### config.mk
export PLATFORM = sky130hd
export DESIGN_NAME = sfifo_wr_arb
export DESIGN_NICKNAME = d
export VERILOG_FILES = /design/src/rtl/sfifo_wr_arb.sv
export SDC_FILE = /design/constraint.sdc
export NUM_CORES = 1
export LEC_CHECK = 0
export ABC_AREA = 1
export CAP_MARGIN = 20
export CORE_ASPECT_RATIO = 1.1
export CORE_MARGIN = 1
export CORE_UTILIZATION = 50
export CTS_CLUSTER_SIZE = 8
export DETAILED_ROUTE_END_ITERATION = 8
export HOLD_SLACK_MARGIN = 0.1
export MAX_ROUTING_LAYER = met4
export PLACE_DENSITY = 0.8
export SLEW_MARGIN = 20
export SYNTH_ARGS = -nofsm -noshare
export SYNTH_HDL_FRONTEND = slang
export SYNTH_SLANG_ARGS = --single-unit
### constraint.sdc
create_clock -name clk -period 3 [get_ports clk]
set_input_delay 0.3 -clock clk [delete_from_list [all_inputs] [get_ports clk]]
set_output_delay 0.3 -clock clk [all_outputs]
set_load 0.02 [all_outputs]
### src/rtl/sfifo_wr_arb.sv
// sfifo_wr_arb: round-robin two-requester write arbiter feeding one source-tagged 1R1W FIFO
// Optional saturating per-requester accepted-write counters are built when SFIFO_ARB_STAT_EN is defined.
module sfifo_wr_arb #(
  parameter int SFIFODW = 32,
  parameter int SFIFOAW = 2,
  parameter int SFIFODP = 4
) (
  input  logic               clk,
  input  logic               rst_n,
  input  logic               req0,
  input  logic [SFIFODW-1:0] wdata0,
  output logic               gnt0,
  input  logic               req1,
  input  logic [SFIFODW-1:0] wdata1,
  output logic               gnt1,
  output logic               rvalid,
  input  logic               rready,
  output logic [SFIFODW-1:0] rdata,
  output logic               rsrc,
  output logic [SFIFOAW:0]   level,
  output logic               full,
  output logic               empty,
  output logic [15:0]        acc0_cnt,
  output logic [15:0]        acc1_cnt
);
  localparam logic [SFIFOAW:0] LVL_FULL = (SFIFOAW+1)'(SFIFODP);
  logic [SFIFOAW-1:0] wadr, radr;
  logic rr_last, wr, pop;
  logic [SFIFODW:0] mem [SFIFODP];
  logic [SFIFODW:0] head;
  assign full = level == LVL_FULL;
  assign empty = level == '0;
  assign gnt0 = rst_n & req0 & ~full & (~req1 | rr_last);
  assign gnt1 = rst_n & req1 & ~full & (~req0 | ~rr_last);
  assign wr = gnt0 | gnt1;
  assign rvalid = ~empty;
  assign pop = rvalid & rready;
  assign head = mem[radr];
  assign rdata = head[SFIFODW-1:0];
  assign rsrc = head[SFIFODW];
  // storage write of {source, data}; contents need no reset
  always_ff @(posedge clk)
    if (wr) mem[wadr] <= {gnt1, gnt1 ? wdata1 : wdata0};
  // pointers, occupancy and round-robin history
  always_ff @(posedge clk or negedge rst_n)
    if (!rst_n) begin
      wadr <= '0;
      radr <= '0;
      level <= '0;
      rr_last <= 1'b1;
    end else begin
      if (wr) wadr <= wadr + 1'b1;
      if (wr) rr_last <= gnt1;
      if (pop) radr <= radr + 1'b1;
      if (wr != pop) level <= wr ? level + 1'b1 : level - 1'b1;
    end
`ifdef SFIFO_ARB_STAT_EN
  // saturating accepted-write counters per requester
  always_ff @(posedge clk or negedge rst_n)
    if (!rst_n) begin
      acc0_cnt <= '0;
      acc1_cnt <= '0;
    end else begin
      if (gnt0 && acc0_cnt != 16'hFFFF) acc0_cnt <= acc0_cnt + 16'd1;
      if (gnt1 && acc1_cnt != 16'hFFFF) acc1_cnt <= acc1_cnt + 16'd1;
    end
`else
  assign acc0_cnt = '0;
  assign acc1_cnt = '0;
`endif
endmodule

==> metrics.md <==
| Metric | Value |
|---|---|
| Hold buffers post-CTS | `0` |
| Most frequent cell after synthesis | `edfxtp_1` |
| DIE WIDTH | `approximately 110 um` |
| Largest cells by area after synthesis | `edfxtp_1 66%, nand2_1 6.8%, o21ai_0 5.3%` |
| Critical path class | `reg2out` |
| Drc violations | `0` |
| Tot GR Track Use | `0.219` |
| Maxcap violations | `0` |
| Switch share | `0.364` |
| Post-route setup slack | `0.329 ns` |
| Cts bufs inserted | `17` |
| Layout area overhead | `30.2%` |
| Max Clk Rate | `roughly 370 MHz` |
| Antenna violation net count after detailed routing | `0` |
| Ant. Diodes | `0` |
| Max-slew violation count | `0` |
| RSZ-0062 raised after global routing | `no` |
| Clock sink total | `140` |
| CP Launch Type | `flop` |
| Critical Path Fanout Max | `12` |
| CTS max path bufs | `2` |
| Yosys warnings | `0` |
| Synth Register Bits | `between 100 and 150` |
| Placed cell count | `772` |
| Synth unique cells | `26` |
| Starting density of the core | `0.520` |
| Minimum clock period after layout | `2.67 ns` |
| CORE AREA | `around 0.012 mm2` |
| CTS tree | `built` |
| Main synth FF type | `edfxtp_1` |
| CTS H-tree lvls | `4` |
| Area after DPL | `~0.0073 mm2` |
| First-pass GRT wire length | `roughly 20,000 um` |
| Ports | `around 140` |
| Pwr dens | `1010 mW/mm2` |
| Max incr delay on CP | `~0.65 ns` |
| EDFF count, synth | `132` |
| Post-CTS setup buffer count | `0` |
| Clk pin slew, worst setup/hold paths | `approximately 0.060 ns` |
| Pre-Repair DR Iteration Count | `6` |
| IO Port Bufs | `~110` |
| Root Buffer | `clkbuf_16` |
| Crit-path cells | `inv_1, buf_4, o21ai_0, o22ai_1, clkdlybuf4s50_1` |
| Async set-reset flop share out of synthesis | `0.0571` |
| DIE HEIGHT | `approximately 120 um` |
| Vias per cell | `5.20` |
| Post-synthesis cell area | `0.00603 mm2` |
| FF-to-FF setup slack | `between 0.8 and 0.9 ns` |
| Maximum VDD drop | `0.639 mV` |
| Detailed-route via count | `4,179` |
| Fin crit share | `0.890` |
| Final hold viol count | `0` |
| Antenna violations before repair | `0` |
| Mapped Avg Cell Area | `between 10 and 15 um2` |
| Setup Skew | `0.00916 ns` |
| Status | `finished, final reports clean` |
| Commonest cells in the netlist | `132 x edfxtp_1, 110 x nand2_1, 72 x nor2_1` |
| Final WL | `around 13,000 um` |
| Initial DRC Count | `330` |
| Sequential area share after synthesis | `0.691` |
| Worst EP arrival | `about 2.4 ns` |
| Mapped Cells | `~530` |
| Area share of the largest cell type after synthesis | `0.657` |
| Gate power share | `0.403` |
| Critical Path RT | `about 2.7 ns` |
| Sw power | `0.00290 W` |
| Sum Neg Setup Slack | `0 ns` |
| Slew HR | `0.668` |
| Fin Hold WS | `around 0.29 ns` |
| Slowest cell on crit path | `clkdlybuf4s50_1` |
| Post-route cell area | `just under 0.008 mm2` |
| Sequential share of power | `0.341` |
| Crit end category | `output pin` |
| Final setup vio count | `0` |
| Worst skew pair latency | `around 0.42 ns` |
| Rows | `41` |
| P_int | `0.00506 W` |
| Final #Nets | `just over 700` |
| DP HPWL | `approximately 7900 um` |
| Leakage | `~3.0 nW` |
| Final Instance Count excl. Fillers | `roughly 800` |
| Clk pwr share | `0.257` |
| Worst Max-Slew Pin Slew | `0.497 ns` |
| Cts repair resizes | `0` |
| Share of cells above drive strength 1 | `0.103` |
| Routability Congestion | `0.794` |
| Die ar. | `0.0125 mm2` |
| Vias in the first global route | `between 4,000 and 5,000` |
| Tightest Hold Check Type | `in2async` |
| DR WL/cell | `~16 um` |
| Post-place setup slack | `0.342 ns` |
| Largest net degree at the start of global routing | `38` |
| Remaining global-route overflow | `0` |
| Post-synth top area cell | `edfxtp_1` |
==> metal layers <==
| layer | vias to the layer above | wire, um | GRT usage |
|---|---|---|---|
| li1 | 1990 | - | - |
| met1 | 1965 | 5020 | 0.244 |
| met2 | 191 | 6480 | 0.372 |
| met3 | 33 | 739 | 0.0570 |
| met4 | 0 | 331 | 0.101 |
| met5 | - | 0 | - |
==> critical path: cells and delay by family, from the launching register on <==
kind | cells | cell delay, ns
buf+inv | 3 | 1.26
flops | 1 | 0.38
compound gates | 2 | 0.32
==> worst paths after layout <==
check | endpoint | cells after the start | from
worst max-delay path | rdata[26] | 5 | radr[1]
worst min-delay path | rr_last | 1 | rst_n
worst max register to register | mem[2][29] | 7 | level[0]
worst min register to register | rr_last | 2 | rr_last
max in group asynchronous | radr[0] | 2 | rst_n
min in group clk | rr_last | 2 | rr_last
==> final cells by class <==
| type | count | area, um2 |
|---|---|---|
| multi-input cells | 337 | 1570 |
| clock inverters | 14 | 159 |
| clock buffers | 17 | 425 |
| well taps | 150 | 188 |
| flip-flops and latches | 140 | 4170 |
| repair buffers | 124 | 1250 |
| inverters | 21 | 81.3 |
| fillers | 803 | 3750 |
==> cell usage in the layout (no fill, tap or decap), types with 5 or more instances in the layout <==
cell type / count
edfxtp_1: 132
nor2_4: 5
inv_1: 16
nor2_1: 68
clkdlybuf4s50_1: 109
clkbuf_16: 17
o22ai_1: 33
dfrtp_1: 6
inv_6: 7
buf_4: 11
conb_1: 32
o21ai_0: 64
nand2_1: 110
==> cell families (layout without fill, tap and decap cells) <==
| family | count (synthesis) | in the layout | synth area share |
|---|---|---|---|
| and+or+nand+nor | 195 | 195 | 0.129 |
| DFF | 140 | 140 | 0.691 |
| AOI/OAI and AO/OA | 103 | 103 | 0.0930 |
| buffers and inverters | 79 | 176 | 0.0724 |
| adders and majority gates | 5 | 5 | 0.0116 |
| xor gates and xnor gates | 2 | 2 | 0.00291 |
| other | 1 | 32 | 0.000622 |
==> state kept, by name, indices dropped and copies added (netlist names) <==
| register | count |
|---|---|
| radr | 2 |
| level | 3 |
| wadr | 2 |
| mem | 132 |
| rr_last | 1 |
==> power groups by stage <==
stage	Clock (W)	Sequential, W	Combinational (W)
floorplan	0	0.00276	0.00182
global placement	0	0.00273	0.00313
detailed placement	0	0.00275	0.00319
CTS	0.00206	0.00271	0.00322
global route	0.00214	0.00274	0.00347
finish	0.00204	0.00271	0.00321
==> per-stage QoR <==
step / utilization / power, W
5_1_grt: 0.677 / 0.00835
6_report: 0.677 / 0.00796
2_1_floorplan: - / 0.00458
4_1_cts: 0.677 / 0.00800
3_5_place_dp: 0.626 / 0.00593
3_3_place_gp: 0.626 / 0.00586
(Power assumes the default switching activity.)
